[config.mk]
export PLATFORM = sky130hd
export DESIGN_NAME = niosfirmware_mem_arbiter
export DESIGN_NICKNAME = d
export VERILOG_FILES = /design/src/rtl/niosfirmware_mem_arbiter.sv
export SDC_FILE = /design/constraint.sdc
export NUM_CORES = 1
export LEC_CHECK = 0
export CELL_PAD_IN_SITES_DETAIL_PLACEMENT = 1
export CELL_PAD_IN_SITES_GLOBAL_PLACEMENT = 1
export CORE_MARGIN = 10
export CORE_UTILIZATION = 11
export DETAILED_ROUTE_END_ITERATION = 12
export PLACE_DENSITY = 0.9
export SKIP_LAST_GASP = 1
export SLEW_MARGIN = 20
export SYNTH_ARGS = -nofsm -noshare
export SYNTH_HDL_FRONTEND = slang
export SYNTH_SLANG_ARGS = --single-unit
[constraint.sdc]
create_clock -name clk -period 3.2 [get_ports clk]
set_input_delay 0.64 -clock clk [delete_from_list [all_inputs] [get_ports clk]]
set_output_delay 0.64 -clock clk [all_outputs]
set_load 0.005 [all_outputs]
[src/rtl/niosfirmware_mem_arbiter.sv]
// Two-port round-robin arbiter in front of a single-port on-chip RAM.
// The RAM has one cycle of read latency, so each granted read returns on the cycle after it is accepted.
module niosfirmware_mem_arbiter #(
  parameter int ADDR_W = 11,
  parameter int DATA_W = 32
) (
  input  logic                clk,
  input  logic                reset,
  input  logic [ADDR_W-1:0]   a_address,
  input  logic [DATA_W/8-1:0] a_byteenable,
  input  logic                a_read,
  input  logic                a_write,
  input  logic [DATA_W-1:0]   a_writedata,
  output logic                a_waitrequest,
  output logic [DATA_W-1:0]   a_readdata,
  output logic                a_readdatavalid,
  input  logic [ADDR_W-1:0]   b_address,
  input  logic [DATA_W/8-1:0] b_byteenable,
  input  logic                b_read,
  input  logic                b_write,
  input  logic [DATA_W-1:0]   b_writedata,
  output logic                b_waitrequest,
  output logic [DATA_W-1:0]   b_readdata,
  output logic                b_readdatavalid,
  output logic [ADDR_W-1:0]   mem_address,
  output logic [DATA_W/8-1:0] mem_byteenable,
  output logic                mem_chipselect,
  output logic                mem_write,
  output logic [DATA_W-1:0]   mem_writedata,
  output logic                mem_clken,
  input  logic [DATA_W-1:0]   mem_readdata
);

  typedef enum logic {PORT_A = 1'b0, PORT_B = 1'b1} port_t;

  port_t last_grant;
  port_t pend_port;
  logic  pend_valid;
  logic  req_a, req_b;
  logic  grant_a, grant_b;
  logic  rd_accept;

  assign req_a = a_read | a_write;
  assign req_b = b_read | b_write;

  // A tie goes to whichever port did not win last; reset blocks every grant.
  always_comb begin
    grant_a = 1'b0;
    grant_b = 1'b0;
    if (!reset) begin
      if (req_a && (!req_b || last_grant == PORT_B))
        grant_a = 1'b1;
      else if (req_b)
        grant_b = 1'b1;
    end
  end

  assign a_waitrequest = req_a & ~grant_a;
  assign b_waitrequest = req_b & ~grant_b;

  always_comb begin
    mem_address    = '0;
    mem_byteenable = '0;
    mem_writedata  = '0;
    mem_write      = 1'b0;
    if (grant_a) begin
      mem_address    = a_address;
      mem_byteenable = a_byteenable;
      mem_writedata  = a_writedata;
      mem_write      = a_write;
    end else if (grant_b) begin
      mem_address    = b_address;
      mem_byteenable = b_byteenable;
      mem_writedata  = b_writedata;
      mem_write      = b_write;
    end
  end

  assign mem_chipselect = grant_a | grant_b;
  assign mem_clken      = ~reset;

  // A read issued together with a write is treated as a write only.
  assign rd_accept = (grant_a & a_read & ~a_write) | (grant_b & b_read & ~b_write);

  always_ff @(posedge clk or posedge reset) begin
    if (reset) begin
      last_grant <= PORT_B;
      pend_valid <= 1'b0;
      pend_port  <= PORT_A;
    end else begin
      if (grant_a)
        last_grant <= PORT_A;
      else if (grant_b)
        last_grant <= PORT_B;
      pend_valid <= rd_accept;
      if (rd_accept)
        pend_port <= grant_b ? PORT_B : PORT_A;
    end
  end

  assign a_readdatavalid = pend_valid & (pend_port == PORT_A);
  assign b_readdatavalid = pend_valid & (pend_port == PORT_B);
  assign a_readdata      = mem_readdata;
  assign b_readdata      = mem_readdata;

endmodule

==> flow_summary_export.csv <==
group,metric,value,unit
sta,min_period_over_period,0.9592,
global_route,grt_pass1_vias,1582,
floorplanning,die_h,124.2,µm
synth,ys_ff_latch,3,
min_path,hold_path.class,"reg -> reg",
global_route,grt_pass1_wl,9.508,mm
critical_path,cpMaxStageDelayCell,"clkdlybuf4s50_1",
critical_path,cp_common_cell,"clkdlybuf4s50_1",
finish,drive_gt1_frac,0.07265,
clocking,postCtsHoldBufs,0,
synth,syn-num-nets,276,
critical_path,path_max_fanout,20,
synth,netlist_instances,144,
critical_path,cp_data_required_time,2.56,ns
sta,fin_crit,3.070,ns
sta,maxSlewViolCount,0,
global_route,grt_usage,0.07919,
critical_path,worstSetupPathType,"in -> out",
pwr,pwr-share-clk,0.179,
critical_path,crit_chain,"clkdlybuf4s50_1 -> nor2_4 -> o221a_4 -> buf_12 -> a22o_1 -> clkdlybuf4s50_1",
clocking,cts_tree,"done",
finish,antenna_cells,0,
pwr,powerDensity,245.3,mW/mm²
global_route,overflow,0,
critical_path,cp.arrival,2.43,ns
floorplanning,die_area,0.01542,mm²
global_route,grt_max_degree,40,
placement,dp.cells,365,
clocking,cts_made_buffers,3,
flow_run,cap_violations,0,
run_status,status,"complete, no violations",
critical_path,r2r_slack,2.02,ns
sta,fmax,325.8,MHz
pwr,combPwrFrac,0.735,
route,drc,0,
clocking,cts_buffer_depth,2,
route,vias_per_cell,3.811,
critical_path,r2r-end,"pend_valid",
clocking,post_cts_buffers,0,
sta,setup_viol,0,
route,first_iter_violations,27,
global_route,antenna_found_initial,0,
critical_path,reg2reg_from,"last_grant",
clocking,htreeDepth,1,
floorplanning,dieWidth,124.2,µm
pwr,p_leak,0.9524,nW
critical_path,endpoint_kind,"output port",
placement,post_dp_cell_area,0.002387,mm²
min_path,min-delay-start,"pend_port",
route,routed-via-count,1410,
floorplanning,core-area,0.01046,mm²
floorplanning,io-pin-count,250,
finish,finalNonFillerCells,370,
floorplanning,initial_utilization,0.1141,
min_path,hold_end,"pend_port",
placement,dp_hpwl,5.912,mm
min_path,min_path_cells,2,
sta,hold_viol,0,
synth,yosys.cell_types.count,19,
floorplanning,num_rows,37,
sta,finClkSkew,0.002014,ns
synth,ys_warn_count,0,
placement,gp_congestion,0.9187,
critical_path,startpoint,"b_read",
synth,syn_avg_cell_area,8.289,µm²
pwr,power_frac_seq,0.086,
pwr,intPower,0.4364,mW
critical_path,critical_path.max_stage_delay,0.54,ns
route,wl_per_cell,18.70,µm
pwr,power_switching,0.1736,mW
pwr,irDropWorstVdd,189.7,µV
clocking,clock-sinks,3,
synth,netlist_area,0.001194,mm²
route,finalWirelength,6.920,mm
route,antenna_left,0,
clocking,clockRootBuffer,"clkbuf_8",
clocking,clk_pin_slew,0.03,ns
pwr,swShare,0.2845,
finish,area_growth_syn_to_layout,108.3,%
route,drtPass1Iterations,3,
synth,yosysSeqAreaShare,0.06394,
sta,tightest_slew,0.2742,ns
clocking,clk_latency,0.22,ns
placement,io_buffers,153,
critical_path,startpoint_type,"primary input",
sta,rsz0062_at_grt,"no",
finish,nets,367,
critical_path,ff2ff_path_depth,3,
finish,fin_area,0.002486,mm²
sta,maxSlewHeadroom,0.8168,
==> synth_stat cells <==
cell type  count  share of area
a21oi_1        2         0.0084
a22o_1        48           0.35
a31oi_1        1         0.0052
a32o_1         1         0.0084
and2_1         1         0.0052
buf_2          3          0.013
buf_4         64           0.40
buf_6          8          0.075
dfrtp_1        2          0.042
dfstp_2        1          0.022
inv_1          2         0.0063
nor2_1         4          0.013
nor2_2         1         0.0052
nor2b_1        1         0.0052
nor3b_1        1         0.0063
o211a_2        1         0.0084
o21ai_1        1         0.0042
o21ba_2        1         0.0084
o221a_1        1         0.0094
==> registers in the layout, summed over array words and instances, names as in the netlist <==
| signal | flops |
|---|---|
| pend_port | 1 |
| last_grant | 1 |
| pend_valid | 1 |
==> cells by family after synthesis <==
| group | count (synthesis) | share of synthesized area |
|---|---|---|
| AOI/OAI and AO/OA | 56 | 0.4046 |
| buffers and inverters | 77 | 0.4969 |
| DFF | 3 | 0.06395 |
| and+or+nand+nor | 8 | 0.03460 |
==> worst max-delay path by stage <==
stage                   endpoint  slack (ns)
3_3_place_gp   mem_writedata[26]        0.08
3_5_place_dp   mem_byteenable[3]      -0.005
6_report       mem_writedata[31]        0.13
2_1_floorplan     mem_address[0]        1.14
5_1_grt           mem_address[8]        0.02
4_1_cts        mem_writedata[31]       0.009
==> area by class of cell <==
type / instances / area, µm²
Clock buffer: 4 / 45.04
Fill cell: 1227 / 7976
Inverter: 2 / 7.507
Multi-Input combinational cell: 64 / 541.8
Sequential cell: 3 / 76.32
Tap cell: 136 / 170.2
Timing Repair Buffer: 161 / 1645
==> routing by layer <==
layer	track usage	up-vias	wire, µm
li1	-	651	-
met1	0.06910	652	2202
met2	0.1601	87	3893
met3	0.02986	20	713
met4	0.02590	0	110
met5	0	-	0
==> worst max-delay path, delay by kind of cell <==
kind / cells / cell delay, ns
simple gates: 1 / 0.06
compound gates: 2 / 0.53
buf+inv: 3 / 1.19
==> power groups by stage <==
stage	clock network, mW	registers [mW]	logic, mW
after floorplan	0	0.0498	0.207
after global placement	0	0.0507	0.431
after detailed placement	0	0.0519	0.442
after CTS	0.113	0.0515	0.445
after global routing	0.118	0.0535	0.478
final	0.109	0.0523	0.448
==> metrics by stage <==
stage / power (mW) / worst slack, ns / setup TNS, ns / hold slack, ns / utilization
CTS: 0.6097 / 0.008635 / 0 / 0.5986 / 0.2330
floorplan: 0.2571 / 1.140 / 0 / 0.4265 / -
detailed placement: 0.4936 / -0.004730 / -0.009689 / 0.5925 / 0.2282
global placement: 0.4821 / 0.07641 / 0 / 0.5730 / 0.2282
finish: 0.6099 / 0.1304 / 0 / 0.5943 / 0.2376
global route: 0.6495 / 0.02447 / 0 / 0.6320 / 0.2376
==> repair_timing <==
action	in CTS	in global routing
setup endpoints to repair	3	46
gates resized for setup	1	6
cloned	0	1
endpoints found under the hold margin	0	0
==> placed cells by master (no fill, tap or decap) <==
cell / count
o21ba_2: 1
dfstp_2: 1
clkbuf_16: 1
o211a_2: 1
clkbuf_8: 3
clkbuf_1: 1
nor2b_1: 1
dlymetal6s2s_1: 3
nor3b_1: 1
dfrtp_1: 2
nor2_1: 4
o221a_4: 1
a31oi_1: 1
and2_1: 1
nor2_4: 1
clkdlybuf4s50_1: 150
buf_6: 1
buf_12: 2
a22o_1: 48
buf_4: 4
inv_1: 2
a32o_1: 1
a21oi_1: 2
o21ai_2: 1
Power figures use the tool's default switching activity.
==> patch, RTL diff (same settings) <==
`ADDR_W`: 11 -> 10.
--- a/src/rtl/niosfirmware_mem_arbiter.sv
+++ b/src/rtl/niosfirmware_mem_arbiter.sv
@@ -1,7 +1,7 @@
 // Two-port round-robin arbiter in front of a single-port on-chip RAM.
 // The RAM has one cycle of read latency, so each granted read returns on the cycle after it is accepted.
 module niosfirmware_mem_arbiter #(
-  parameter int ADDR_W = 11,
+  parameter int ADDR_W = 10,
   parameter int DATA_W = 32
 ) (
   input  logic                clk,
Interface: changed (resized a_address, b_address and mem_address); port bits go from 250 to 247. No check against the original RTL was run, so the function may have changed too.
==> patch against the unedited design <==
  * Total power is 0.54% lower
  * Critical path depth stayed put
  * Synthesized area is 0.73% lower
  * Wire length increased by 3.9%
  * Sequential cell count unchanged
  * Highest routed layer unchanged
  * Critical endpoint unchanged
  * Worst hold slack better by 12 ps
  * Final area is 1.0% lower
  * Die area shrank 0.62%
  * Setup slack worse by 48 ps
==> patch: results (changes against the unedited design) <==
max incr delay on CP 520 ps (-20 ps); Seq power 0.0000529 W (+1%); largest net degree at the start of global routing 30 (-25%); DR vias/cell 3.84 (+0.69%); initial drt markers 22 (-19%); global-route wire length before repair 10.1 mm (+6.0%); Cell Pwr Density 246 nW/um^2 (+0.47%); layout cell share with drive strength beyond 1 8.19% (+0.92 points); vias in the first global route 1682 (+6.3%); FF-to-FF setup slack 1930 ps (-90 ps); TritonRoute pass-1 iters 4 (+1); Post-Route WL 7.19 mm (+3.9%); Setup WS post-layout 82.6 ps (-47.8 ps); WP data arrival 2480 ps (+50 ps); commonest cells in the netlist buf_4 (65), a22o_1 (47), buf_6 (8); Lkg Pwr 0.952 nW (about the same); Slew @ Worst Pin 278 ps (+3.45 ps); WL met2 3.73 mm (-4.1%); post-DP HPWL 6.11 mm (+3.4%); fin nets 363 (-1.1%); GP Congestion 0.791 (-14%); Yosys cell types 18 (-1); Synth area leaders buf_4 (41%), a22o_1 (35%), buf_6 (7.6%); NonClk Buf Share 66.4% (+0.22 points); Post-Route M1 WL 2.39 mm (+8.4%); Fill cells 1221 (-0.49%); syn_nets 273 (-1.1%); outcome finished clean; met3 WL post-DR 851 um (+19%); Multi-In Gates 63 (-1.6%); footprint of the multi-input gates 528 um^2 (-2.5%); worst ir drop on vdd 0.000223 V (+17%); sw frac 28.2% (-0.23 points); Post-CTS Resized 2 (+1); Repair and plain buffers 160 (-0.62%)
[patch: cell types whose count changed after synthesis]
| cell | delta |
|---|---|
| nor2_2 | -1 |
| buf_4 | +1 |
| buf_2 | -1 |
| nor2_1 | +1 |
| a22o_1 | -1 |
[patch: per-layer routing]
metal | track usage [%] | vias to the layer above
met5 | 0 | -
met4 | 3.35 | 0
met3 | 2.90 | 29
met2 | 16.1 | 94
met1 | 7.92 | 649
li1 | - | 640
[patch: worst min path at each step]
stage | endpoint
floorplan | pend_port
finish | pend_port
global placement | pend_port
detailed placement | pend_port
CTS | pend_port
global route | last_grant
[patch: per-stage QoR]
| stage | hold WS [ps] | area [um^2] | instances | util [%] |
|---|---|---|---|---|
| final | 606 | 2460 | 368 | 23.6 |
| after floorplan | 426 | 1180 | 143 | - |
| after CTS | 610 | 2440 | 367 | 23.4 |
| after global placement | 575 | 2350 | 362 | 22.6 |
| after global routing | 661 | 2460 | 368 | 23.6 |
| after detailed placement | 606 | 2350 | 362 | 22.6 |
